--- config.mk ---
export PLATFORM = sky130hd
export DESIGN_NAME = score_update_scheduler
export DESIGN_NICKNAME = d
export VERILOG_FILES = /design/src/rtl/score_update_scheduler.sv
export SDC_FILE = /design/constraint.sdc
export NUM_CORES = 1
export LEC_CHECK = 0
export CAP_MARGIN = 0
export CORE_MARGIN = 5
export CORE_UTILIZATION = 52
export CTS_BUF_LIST = sky130_fd_sc_hd__clkbuf_8 sky130_fd_sc_hd__clkbuf_16
export DETAILED_ROUTE_END_ITERATION = 6
export PLACE_DENSITY = 0.87
export SLEW_MARGIN = 30
export SYNTH_ARGS = -nofsm -noshare
export SYNTH_HDL_FRONTEND = slang
export SYNTH_SLANG_ARGS = --single-unit
--- constraint.sdc ---
create_clock -name clk -period 4.29 [get_ports clk]
set_input_delay 0.858 -clock clk [delete_from_list [all_inputs] [get_ports clk]]
set_output_delay 0.858 -clock clk [all_outputs]
set_load 0.01 [all_outputs]
--- src/rtl/score_update_scheduler.sv ---
// rtl/score_update_scheduler.sv - round-robin BCD score accumulator with per-digit add sequencer
module score_update_scheduler #(
    parameter int SATURATE = 1
) (
    input  logic       clk,
    input  logic       resetN,
    input  logic       clear,
    input  logic [3:0] req,
    input  logic [7:0] pts0,
    input  logic [7:0] pts1,
    input  logic [7:0] pts2,
    input  logic [7:0] pts3,
    output logic [3:0] ack,
    output logic [3:0] digit_k,
    output logic [3:0] digit_h,
    output logic [3:0] digit_t,
    output logic [3:0] digit_u,
    output logic       busy,
    output logic       update_done,
    output logic       saturated,
    output logic       lost
);

    typedef enum logic [2:0] {
        IDLE   = 3'd0,
        ADD_U  = 3'd1,
        ADD_T  = 3'd2,
        ADD_H  = 3'd3,
        ADD_K  = 3'd4,
        COMMIT = 3'd5
    } state_t;

    state_t     state;
    state_t     state_nxt;

    logic [3:0] pending;
    logic [1:0] last_grant;
    logic [7:0] pts_l;

    // Working copy of the score; the committed digits stay untouched until COMMIT
    logic [3:0] w_u;
    logic [3:0] w_t;
    logic [3:0] w_h;
    logic [3:0] w_k;
    logic       carry;

    logic       grant_found;
    logic [1:0] grant_idx;
    logic [7:0] pts_sel;
    logic       grant_en;
    logic [3:0] grant_vec;
    logic [3:0] add_a;
    logic [3:0] add_b;
    logic [4:0] add_sum;

    // Out-of-range BCD nibbles count as the largest legal digit
    function automatic logic [3:0] clamp9(input logic [3:0] d);
        return (d > 4'd9) ? 4'd9 : d;
    endfunction

    // One BCD digit add: returns {carry_out, digit}
    function automatic logic [4:0] bcd_add(input logic [3:0] a, input logic [3:0] b,
                                           input logic c);
        logic [4:0] s;
        s = {1'b0, a} + {1'b0, b} + {4'b0000, c};
        if (s >= 5'd10) begin
            s = s - 5'd10;
            return {1'b1, s[3:0]};
        end
        return s;
    endfunction

    // Round-robin search: first pending bit above the previous winner, wrapping mod 4
    always_comb begin
        logic [1:0] idx;
        grant_found = 1'b0;
        grant_idx   = 2'd0;
        idx         = 2'd0;
        for (int k = 1; k <= 4; k++) begin
            idx = last_grant + 2'(k);
            if (!grant_found && pending[idx]) begin
                grant_found = 1'b1;
                grant_idx   = idx;
            end
        end
    end

    // Points of the candidate winner, taken at the grant edge
    always_comb begin
        pts_sel = pts0;
        case (grant_idx)
            2'd0:    pts_sel = pts0;
            2'd1:    pts_sel = pts1;
            2'd2:    pts_sel = pts2;
            default: pts_sel = pts3;
        endcase
    end

    // FSM state register; clear restarts the game from IDLE
    always_ff @(posedge clk or negedge resetN) begin
        if (!resetN) begin
            state <= IDLE;
        end else if (clear) begin
            state <= IDLE;
        end else begin
            state <= state_nxt;
        end
    end

    // FSM next state: fixed walk through the four digit adds then commit
    always_comb begin
        state_nxt = state;
        case (state)
            IDLE:    if (grant_found) state_nxt = ADD_U;
            ADD_U:   state_nxt = ADD_T;
            ADD_T:   state_nxt = ADD_H;
            ADD_H:   state_nxt = ADD_K;
            ADD_K:   state_nxt = COMMIT;
            COMMIT:  state_nxt = IDLE;
            default: state_nxt = IDLE;
        endcase
    end

    // FSM outputs: grant strobe, busy flag and the operands of the current digit add
    always_comb begin
        busy      = (state != IDLE);
        grant_en  = (state == IDLE) && grant_found;
        grant_vec = grant_en ? (4'b0001 << grant_idx) : 4'b0000;
        add_a     = 4'd0;
        add_b     = 4'd0;
        case (state)
            ADD_U: begin
                add_a = w_u;
                add_b = pts_l[3:0];
            end
            ADD_T: begin
                add_a = w_t;
                add_b = pts_l[7:4];
            end
            ADD_H:   add_a = w_h;
            ADD_K:   add_a = w_k;
            default: begin
                add_a = 4'd0;
                add_b = 4'd0;
            end
        endcase
        add_sum = bcd_add(add_a, add_b, carry);
    end

    // Datapath: pending/lost bookkeeping, grant latch, digit-serial add and commit
    always_ff @(posedge clk or negedge resetN) begin
        if (!resetN) begin
            pending     <= 4'd0;
            last_grant  <= 2'd3;
            lost        <= 1'b0;
            saturated   <= 1'b0;
            ack         <= 4'd0;
            update_done <= 1'b0;
            pts_l       <= 8'd0;
            carry       <= 1'b0;
            w_u         <= 4'd0;
            w_t         <= 4'd0;
            w_h         <= 4'd0;
            w_k         <= 4'd0;
            digit_u     <= 4'd0;
            digit_t     <= 4'd0;
            digit_h     <= 4'd0;
            digit_k     <= 4'd0;
        end else if (clear) begin
            pending     <= 4'd0;
            last_grant  <= 2'd3;
            lost        <= 1'b0;
            saturated   <= 1'b0;
            ack         <= 4'd0;
            update_done <= 1'b0;
            pts_l       <= 8'd0;
            carry       <= 1'b0;
            w_u         <= 4'd0;
            w_t         <= 4'd0;
            w_h         <= 4'd0;
            w_k         <= 4'd0;
            digit_u     <= 4'd0;
            digit_t     <= 4'd0;
            digit_h     <= 4'd0;
            digit_k     <= 4'd0;
        end else begin
            ack         <= grant_vec;
            update_done <= 1'b0;
            // A new strobe re-arms a bit being granted this edge; otherwise a repeat is dropped
            pending     <= (pending & ~grant_vec) | req;
            if (|(req & pending & ~grant_vec)) begin
                lost <= 1'b1;
            end
            if (grant_en) begin
                pts_l      <= {clamp9(pts_sel[7:4]), clamp9(pts_sel[3:0])};
                last_grant <= grant_idx;
                carry      <= 1'b0;
                w_u        <= digit_u;
                w_t        <= digit_t;
                w_h        <= digit_h;
                w_k        <= digit_k;
            end
            case (state)
                ADD_U: begin
                    w_u   <= add_sum[3:0];
                    carry <= add_sum[4];
                end
                ADD_T: begin
                    w_t   <= add_sum[3:0];
                    carry <= add_sum[4];
                end
                ADD_H: begin
                    w_h   <= add_sum[3:0];
                    carry <= add_sum[4];
                end
                ADD_K: begin
                    w_k   <= add_sum[3:0];
                    carry <= add_sum[4];
                end
                COMMIT: begin
                    update_done <= 1'b1;
                    // carry here is the overflow out of the thousands digit
                    if (carry) begin
                        saturated <= 1'b1;
                    end
                    if (carry && (SATURATE != 0)) begin
                        digit_u <= 4'd9;
                        digit_t <= 4'd9;
                        digit_h <= 4'd9;
                        digit_k <= 4'd9;
                    end else begin
                        digit_u <= w_u;
                        digit_t <= w_t;
                        digit_h <= w_h;
                        digit_k <= w_k;
                    end
                end
                default: begin
                end
            endcase
        end
    end

endmodule

# After elaboration in Yosys (flattened, before gate mapping)
# Index checks and enable logic that the tools add are counted.
[word_totals]
n_memories = 0
regBits = 57
input_bits = 39
rom_bits = 0
latchBits = 0
ram_bits = 0
[classes]
shifts = 1
n_lt_le_gt_ge = 7
reduce_logical = 22
n_div = 0
addsub = 6
bitwise = 5
mul = 0
mux = 69
eq_ne = 8
[op_table]
columns = ["cell", "n"]
rows = [
  ["2-to-1 mux 4 bit", 29],
  ["case mux 8 bit (3 select lines)", 1],
  ["2-to-1 mux 1 bit", 19],
  ["nonzero test 3 bit", 6],
  ["2-to-1 mux 8 bit", 2],
  ["case mux 4 bit (4 select lines)", 1],
  ["2-to-1 mux 5 bit", 3],
  ["case mux 3 bit (5 select lines)", 1],
  ["AND 4 bit", 3],
  ["< comparator 2 x 3 -> 1 bit, second input constant", 4],
  ["2-to-1 mux 2 bit", 6],
  ["binary-select mux 1 bit (select 2 bit)", 4],
  ["> comparator 4 bit, second input constant", 2],
  ["case mux 4 bit (2 select lines)", 1],
  ["nonzero test 2 bit", 4],
  ["OR reduction 4 bit", 2],
  ["equality test 3 x 2 -> 1 bit, second input constant", 2],
  ["equality test 3 bit, second input constant", 2],
  ["2-to-1 mux 3 bit", 2],
  ["adder 4 x 4 -> 5 bit", 1],
  ["adder 5 x 1 -> 5 bit", 1],
  ["greater-or-equal comparator 5 x 4 -> 1 bit, second input constant", 1],
  ["subtractor 5 x 4 -> 5 bit, second input constant", 1],
  ["adder 2 bit, second input constant", 2],
  ["13 further kinds", 18],
]

# Longest topological paths before layout
# Gate-level depths: netlist of the first run.
[depth]
word_depth = 20
depth_mapped = 14

# Worst setup path after synthesis of the first run
# No wires, ideal clock.
[synth_timing]
path_kind = "reg-to-reg"
from = "register state[1]"
to = "register w_t[2]"
required_time_ns = 4.196
stages_incl_launch_ff = 15
period_less_slack_ns = 3.926
t_arrival_ns = 3.832
slack_ns = 0.364
n_path_buf = 2
path_cell_list = "dfrtp_1 clkbuf_1 nor2_1 and2_1 clkbuf_1 a22o_1 a221o_1 fa_1 fa_1 xnor2_1 ha_1 nand2_1 a21boi_1 mux2_2 a211oi_1"
[synth_between]
elab_chain_cells = 9
elab_cells_between_ends = 19
cone_classes = "add/sub (3); order compare (1); eq/ne (4); mux (8); reduce/logical (3)"
[synth_lines]
columns = ["item", "line_no", "text"]
rows = [
  ["start, declared", "33", "state_t state;"],
  ["start signal, assigned", "106", "state <= state_nxt;"],
  ["equality test 3 bit (tied with other cells)", "131", "case (state)"],
  ["case mux 4 bit (4 select lines) or case mux 4 bit (2 select lines) (tied branches)", "131", ""],
  ["adder 4 x 4 -> 5 bit", "65", "s = {1'b0, a} + {1'b0, b} + {4'b0000, c};"],
  ["adder 5 x 1 -> 5 bit", "65", ""],
  ["subtractor 5 x 4 -> 5 bit or greater-or-equal comparator 5 x 4 -> 1 bit (tied branches)", "67, 66", ""],
  ["2-to-1 mux 5 bit or 2-to-1 mux 1 bit (tied branches)", "66", "if (s >= 5'd10) begin"],
  ["2-to-1 mux 5 bit", "70", "return s;"],
  ["2-to-1 mux 4 bit", "203", "case (state)"],
  ["2-to-1 mux 4 bit", "169", "end else if (clear) begin"],
  ["end signal, assigned", "199", "w_t <= digit_t;"],
  ["end signal, assigned", "209", "w_t <= add_sum[3:0];"],
  ["end, declared", "42", "logic [3:0] w_t;"],
]
# Parallel ways exist; a longest one is shown, timed or not. The select of a mux whose other input is x is not followed.
# A chain may end at the register's enable or synchronous reset.

# Final worst setup path of the first run
# Ends and elaborated chain as after synthesis.

==> results.py, run 1 <==
metrics = {
    "outcome": {
        "outcome": "completed",
    },
    "layout": {
        "drive_gt1_share_pct": 9.07,
        "layout.nets": 437,
        "area_growth_pct": 26.1,
        "register_area_um2": 1430,
        "final_cells": 472,
        "multi_input_area_um2": 1570,
        "antenna-diode-count": 0,
        "fill_cells": 468,
    },
    "clock_tree": {
        "cts-root-buf": "clkbuf_8",
        "numCtsBuffers": 9,
        "cts_resized": 0,
        "cts_tree": "yes",
        "h-tree-depth": 3,
        "cts_setup_buffers": 0,
        "path_clk_slew_ns": 0.06,
        "clk_latency_ns": 0.34,
        "clockBufferDepth": 2,
        "cts.sinks": 57,
        "hold_buffers": 0,
    },
    "logic_synthesis": {
        "yosys.cell_count.top_type": "dfrtp_1",
        "synth_area_per_cell_um2": 9.35,
        "synth_cell_type_count": 49,
        "yosysTopAreaCell": "dfrtp_1",
        "synth-edff-count": 0,
        "syn_area_um2": 3150,
        "synth_nets": 382,
        "synthFlopType": "dfrtp_1",
        "yosys_warnings": 0,
        "synth_area_leaders": "dfrtp_1, nand2_1, a22o_1",
        "synthArstFlopShare_pct": 100,
        "syn_inst": 337,
        "yosys-top-cells-count": "dfrtp_1, nand2_1, nor2_1",
        "ys_ff_latch": 57,
        "synth_top_area_share_pct": 43.7,
        "ys_seq_area_share_pct": 45.4,
    },
    "critical_path": {
        "slowest_delay_ns": 0.52,
        "r2r_start": "state[1]$_DFFE_PN0P_",
        "rrSetupSlack_ns": 0.38,
        "endpoint_kind": "flip-flop",
        "cp-startpoint": "state[1]$_DFFE_PN0P_",
        "crit_required_ns": 4.53,
        "cp_slowest_cell": "dfrtp_1",
        "crit_chain": "nor2_1, and2_1, a22o_1, a221o_1, fa_1, fa_1, xnor2_1, ha_1, nand2_1, a21boi_1, mux2_2, a211oi_1",
        "r2r.worst_path.cells": 12,
        "start_kind": "flip-flop",
        "r2r-end": "w_t[2]$_DFFE_PN0P_",
        "crit_fanout": 10,
        "crit_top_cell": "fa_1",
        "crit_arrival_ns": 4.15,
        "path_class": "flip-flop to flip-flop",
    },
    "die": {
        "std_cell_rows": 28,
        "io_pins": 63,
        "die_height_um": 87.8,
        "initial_core_util_pct": 53.2,
        "die_w_um": 87.8,
        "core_um2": 5920,
        "die_area_um2": 7710,
    },
    "power": {
        "power.density_nw_per_um2": 371,
        "totalPowerFinal_mw": 1.47,
        "p_leak_nw": 1.76,
        "vdd_drop_max_mv": 0.252,
    },
    "sta": {
        "tightest_slew_ns": 0.753,
        "setup_violations": 0,
        "finClkSkew_ns": 0.00846,
        "drv_slew": 0,
        "max_freq_mhz": 256,
        "finalCritPeriodShare_pct": 91.0,
        "hold_violations": 0,
        "rsz0062_at_grt": "no",
        "relSlewSlack_pct": 49.5,
        "tns_ns": 0,
        "period_minus_slack_ns": 3.91,
        "whs_ns": 0.509,
    },
    "global_route": {
        "gr-total-overflow": 0,
        "grt_pass1_vias": 2705,
        "grt_max_degree": 58,
        "grt_pass1_wl_mm": 12.8,
        "antenna_found_initial": 0,
        "grt_use_total_pct": 21.7,
    },
    "detailed_routing": {
        "wl_mm": 7.55,
        "drc": 0,
        "firstDrtPassIters": 5,
        "drtAntennaViolNets": 0,
        "vias": 2767,
        "routedWlPerCell_um": 16.0,
        "viasPerCell": 5.86,
        "dr.first_iter.drc_count": 216,
    },
    "place": {
        "io_buffers": 62,
        "routabilityCongestion": 0.890,
        "dpl.hpwl_mm": 5.49,
        "place_inst": 456,
    },
    "hold_path": {
        "whs_endpoint": "digit_k[3]$_DFFE_PN0P_",
        "hold_start": "digit_k[3]$_DFFE_PN0P_",
        "holdPathStages": 2,
        "hold_class": "flip-flop to flip-flop",
    },
    "flow_run": {
        "cap_violations": 0,
    },
}
-- power breakdown --
part           switching (mW)  leakage, nW  total [mW]  internal, mW
Sequential             0.0427        0.772       0.626         0.584
Combinational           0.239        0.888       0.409         0.171
Clock                   0.203        0.101       0.437         0.233
Total                   0.485         1.76        1.47         0.988
-- how the worst max path moves through the flow --
stage / end / slack [ns] / cells after the start
detailed placement: w_t[2]$_DFFE_PN0P_ / 0.42 / 12
finish: w_t[2]$_DFFE_PN0P_ / 0.38 / 12
global placement: w_t[2]$_DFFE_PN0P_ / 0.64 / 12
global route: w_t[2]$_DFFE_PN0P_ / 0.11 / 12
CTS: w_t[2]$_DFFE_PN0P_ / 0.42 / 12
floorplan: w_t[2]$_DFFE_PN0P_ / 0.36 / 14
-- flip-flops by register name, indices dropped and copies added (netlist names) --
name,cells
update_done,1
digit_t,4
w_u,4
pts_l,8
w_k,4
last_grant,2
w_h,4
digit_k,4
digit_u,4
lost,1
pending,4
saturated,1
ack,4
carry,1
digit_h,4
state,3
w_t,4
-- cell usage in the layout (no fill, tap or decap), types with 4 or more instances in the layout --
master	instances
clkbuf_8	11
dfrtp_1	55
inv_1	16
ha_1	4
buf_4	5
nor2_1	31
xnor2_1	4
mux2_2	6
o211ai_1	10
a22oi_1	4
clkdlybuf4s50_1	61
mux2i_1	4
o21ai_0	23
a22o_1	17
nand2_1	51
mux4_2	4
a311oi_1	7
a221o_1	4
nand3_1	11
a21oi_1	16
a211oi_1	4
nor3_1	7
-- cell families after synthesis --
logic type | Yosys count | synth area share, %
AND/OR/NAND/NOR | 115 | 16.0
buffers and inverters | 37 | 4.80
XOR/XNOR | 4 | 1.11
multiplexers | 14 | 6.27
adder cells (fa/ha/maj) | 6 | 2.86
AO/OA/AOI/OAI | 104 | 23.6
flip-flops | 57 | 45.4
-- per-layer routing --
layer  vias to the layer above  global-route usage (%)  wire length (µm)
met4                         0                    9.90               131
met2                       113                    35.3              3540
met3                        12                    5.46               571
met5                         -                       0                 0
met1                      1316                    27.2              3300
li1                       1326                       -                 -
-- worst max-delay path, delay by kind of cell (launching register included) --
kind / cells / cell delay, ns
mux: 1 / 0.41
compound gates: 4 / 1.00
simple gates: 3 / 0.46
flops: 1 / 0.52
xor+xnor: 1 / 0.31
fa+ha+maj: 3 / 1.11
-- final cells by class --
cell class	instances	area share, %
Multi-Input combinational cell	243	39.5
Sequential cell	57	36.0
Tap cell	75	2.36
Inverter	14	1.32
Timing Repair Buffer	67	16.4
Clock inverter	5	0.567
Clock buffer	11	3.81
-- through the flow --
stage / setup slack [ns] / instance area (µm²) / utilization (%)
2_1_floorplan: 0.364 / 3150 / -
3_3_place_gp: 0.638 / 3800 / 64.2
3_5_place_dp: 0.422 / 3800 / 64.2
4_1_cts: 0.422 / 3970 / 67.1
5_1_grt: 0.107 / 3970 / 67.1
6_report: 0.385 / 3970 / 67.1
(Power assumes the default switching activity.)
==> run 2: changes to the inputs <==
SLEW_MARGIN = 10   (was 30)
==> results of run 2 <==
Same layout as run 1: the final DEF is identical, and so are final timing and power.
==> run 3: changes to the inputs <==
CELL_PAD_IN_SITES_DETAIL_PLACEMENT = 1   (was default)
CELL_PAD_IN_SITES_GLOBAL_PLACEMENT = 1   (was default)
CORE_UTILIZATION = 39   (was 52)
==> results.py, run 3 (synthesis results as in run 1) <==
metrics = {
    "critical_path": {
        "start_kind": "flip-flop",
        "endpoint_kind": "flip-flop",
        "rrSetupSlack_ns": 0.39,
        "r2r.worst_path.cells": 12,
        "crit_arrival_ns": 4.14,
        "r2r_start": "state[0]$_DFFE_PN0P_",
        "crit_required_ns": 4.53,
        "path_class": "flip-flop to flip-flop",
        "r2r-end": "w_t[2]$_DFFE_PN0P_",
        "cp-startpoint": "state[0]$_DFFE_PN0P_",
        "crit_fanout": 10,
    },
    "layout": {
        "drive_gt1_share_pct": 9.05,
        "layout.nets": 438,
        "area_growth_pct": 26.8,
        "final_util_pct": 51.2,
        "largest_reg_flops": 8,
        "final_cells": 500,
        "antenna-diode-count": 0,
        "final_cell_mix": "clkdlybuf4s50_1, dfrtp_1, nand2_1",
        "top_register": "pts_l",
        "layout_commonest_cell": "clkdlybuf4s50_1",
        "fill_cells": 891,
    },
    "global_route": {
        "grt_pass1_vias": 2970,
        "grt_pass1_wl_mm": 14.1,
        "antenna_found_initial": 0,
        "gr-total-overflow": 0,
        "grt_use_total_pct": 17.7,
        "grt_max_degree": 32,
    },
    "power": {
        "internal_power_mw": 0.955,
        "p_leak_nw": 1.76,
        "power_frac_clock_pct": 27.9,
        "p_seq_share_pct": 43.3,
        "power.density_nw_per_um2": 363,
        "pwr-share-comb_pct": 28.8,
        "sw_frac_of_total_pct": 34.1,
        "vdd_drop_max_mv": 0.157,
        "power.switching_mw": 0.494,
    },
    "die": {
        "die_height_um": 99.9,
        "die_area_um2": 9980,
        "die_w_um": 99.9,
        "std_cell_rows": 32,
        "core_um2": 7810,
        "io_pins": 63,
        "initial_core_util_pct": 40.4,
    },
    "sta": {
        "finClkSkew_ns": 0.00871,
        "rsz0062_at_grt": "no",
        "finalCritPeriodShare_pct": 90.9,
        "setup_violations": 0,
        "period_minus_slack_ns": 3.90,
        "drv_slew": 0,
        "tightest_slew_ns": 0.662,
        "hold_violations": 0,
        "max_freq_mhz": 257,
        "relSlewSlack_pct": 55.9,
        "tns_ns": 0,
    },
    "hold_path": {
        "whs_endpoint": "pts_l[5]$_DFFE_PN0P_",
        "holdPathStages": 2,
        "hold_start": "pts_l[5]$_DFFE_PN0P_",
        "hold_class": "flip-flop to flip-flop",
    },
    "clock_tree": {
        "cts_setup_buffers": 0,
        "cts-root-buf": "clkbuf_8",
        "cts_resized": 0,
        "clockBufferDepth": 2,
        "cts_tree": "yes",
        "hold_buffers": 0,
        "clk_latency_ns": 0.34,
        "path_clk_slew_ns": 0.07,
        "cts.sinks": 57,
        "h-tree-depth": 3,
        "numCtsBuffers": 9,
    },
    "detailed_routing": {
        "wl_mm": 8.41,
        "drc": 0,
        "firstDrtPassIters": 4,
        "dr.first_iter.drc_count": 98,
        "routedWlPerCell_um": 16.8,
        "vias": 2848,
        "drtAntennaViolNets": 0,
        "viasPerCell": 5.70,
    },
    "place": {
        "dpl.hpwl_mm": 6.42,
        "routabilityCongestion": 0.937,
        "io_buffers": 62,
        "place_inst": 484,
    },
    "flow_run": {
        "cap_violations": 0,
    },
    "outcome": {
        "outcome": "completed",
    },
}
run 3: layout make-up:
class,count,area [µm²],share of cell area (%)
clock inverter,7,31.3,0.783
timing repair buffer,68,661,16.5
multi-input combinational,243,1570,39.3
inverter,14,52.6,1.32
sequential,57,1430,35.8
tap,102,128,3.19
clock buffer,9,124,3.10
run 3: power groups by stage:
stage | Clock [mW] | Combinational (mW) | Sequential (mW)
CTS | 0.416 | 0.423 | 0.627
floorplan | 0 | 0.296 | 0.616
finish | 0.405 | 0.417 | 0.627
global route | 0.440 | 0.463 | 0.634
detailed placement | 0 | 0.422 | 0.637
global placement | 0 | 0.406 | 0.634
run 3: how the worst max path moves through the flow:
stage | end | slack (ns) | cells after the start
final | w_t[2]$_DFFE_PN0P_ | 0.39 | 12
after global placement | w_t[2]$_DFFE_PN0P_ | 0.62 | 12
after CTS | w_t[2]$_DFFE_PN0P_ | 0.37 | 12
after global routing | w_t[2]$_DFFE_PN0P_ | 0.16 | 12
after detailed placement | w_t[2]$_DFFE_PN0P_ | 0.38 | 12
after floorplan | w_t[2]$_DFFE_PN0P_ | 0.36 | 14
run 3: metrics by stage:
stage	power (mW)	worst slack [ns]	hold WS (ns)	area [µm²]
2_1_floorplan	0.912	0.364	0.479	3150
4_1_cts	1.47	0.368	0.516	4000
3_5_place_dp	1.06	0.381	0.503	3840
6_report	1.45	0.391	0.515	4000
5_1_grt	1.54	0.165	0.553	4000
3_3_place_gp	1.04	0.623	0.487	3840
run 3: critical path: stages (launching register included):
cell and delay (ns):
dfrtp_1 0.53, nor2_1 0.11, and2_1 0.29, a22o_1 0.27, a221o_1 0.28, fa_1 0.43
fa_1 0.42, xnor2_1 0.32, ha_1 0.26, nand2_1 0.06, a21boi_1 0.20, mux2_2 0.39
a211oi_1 0.23
run 3: routing by layer:
metal / vias up / part of all wire, % / GRT usage, %
met5: - / 0 / 0
met4: 0 / 2.4 / 9.45
met3: 20 / 4.3 / 3.20
met2: 66 / 50 / 30.4
met1: 1432 / 44 / 21.0
li1: 1330 / - / -
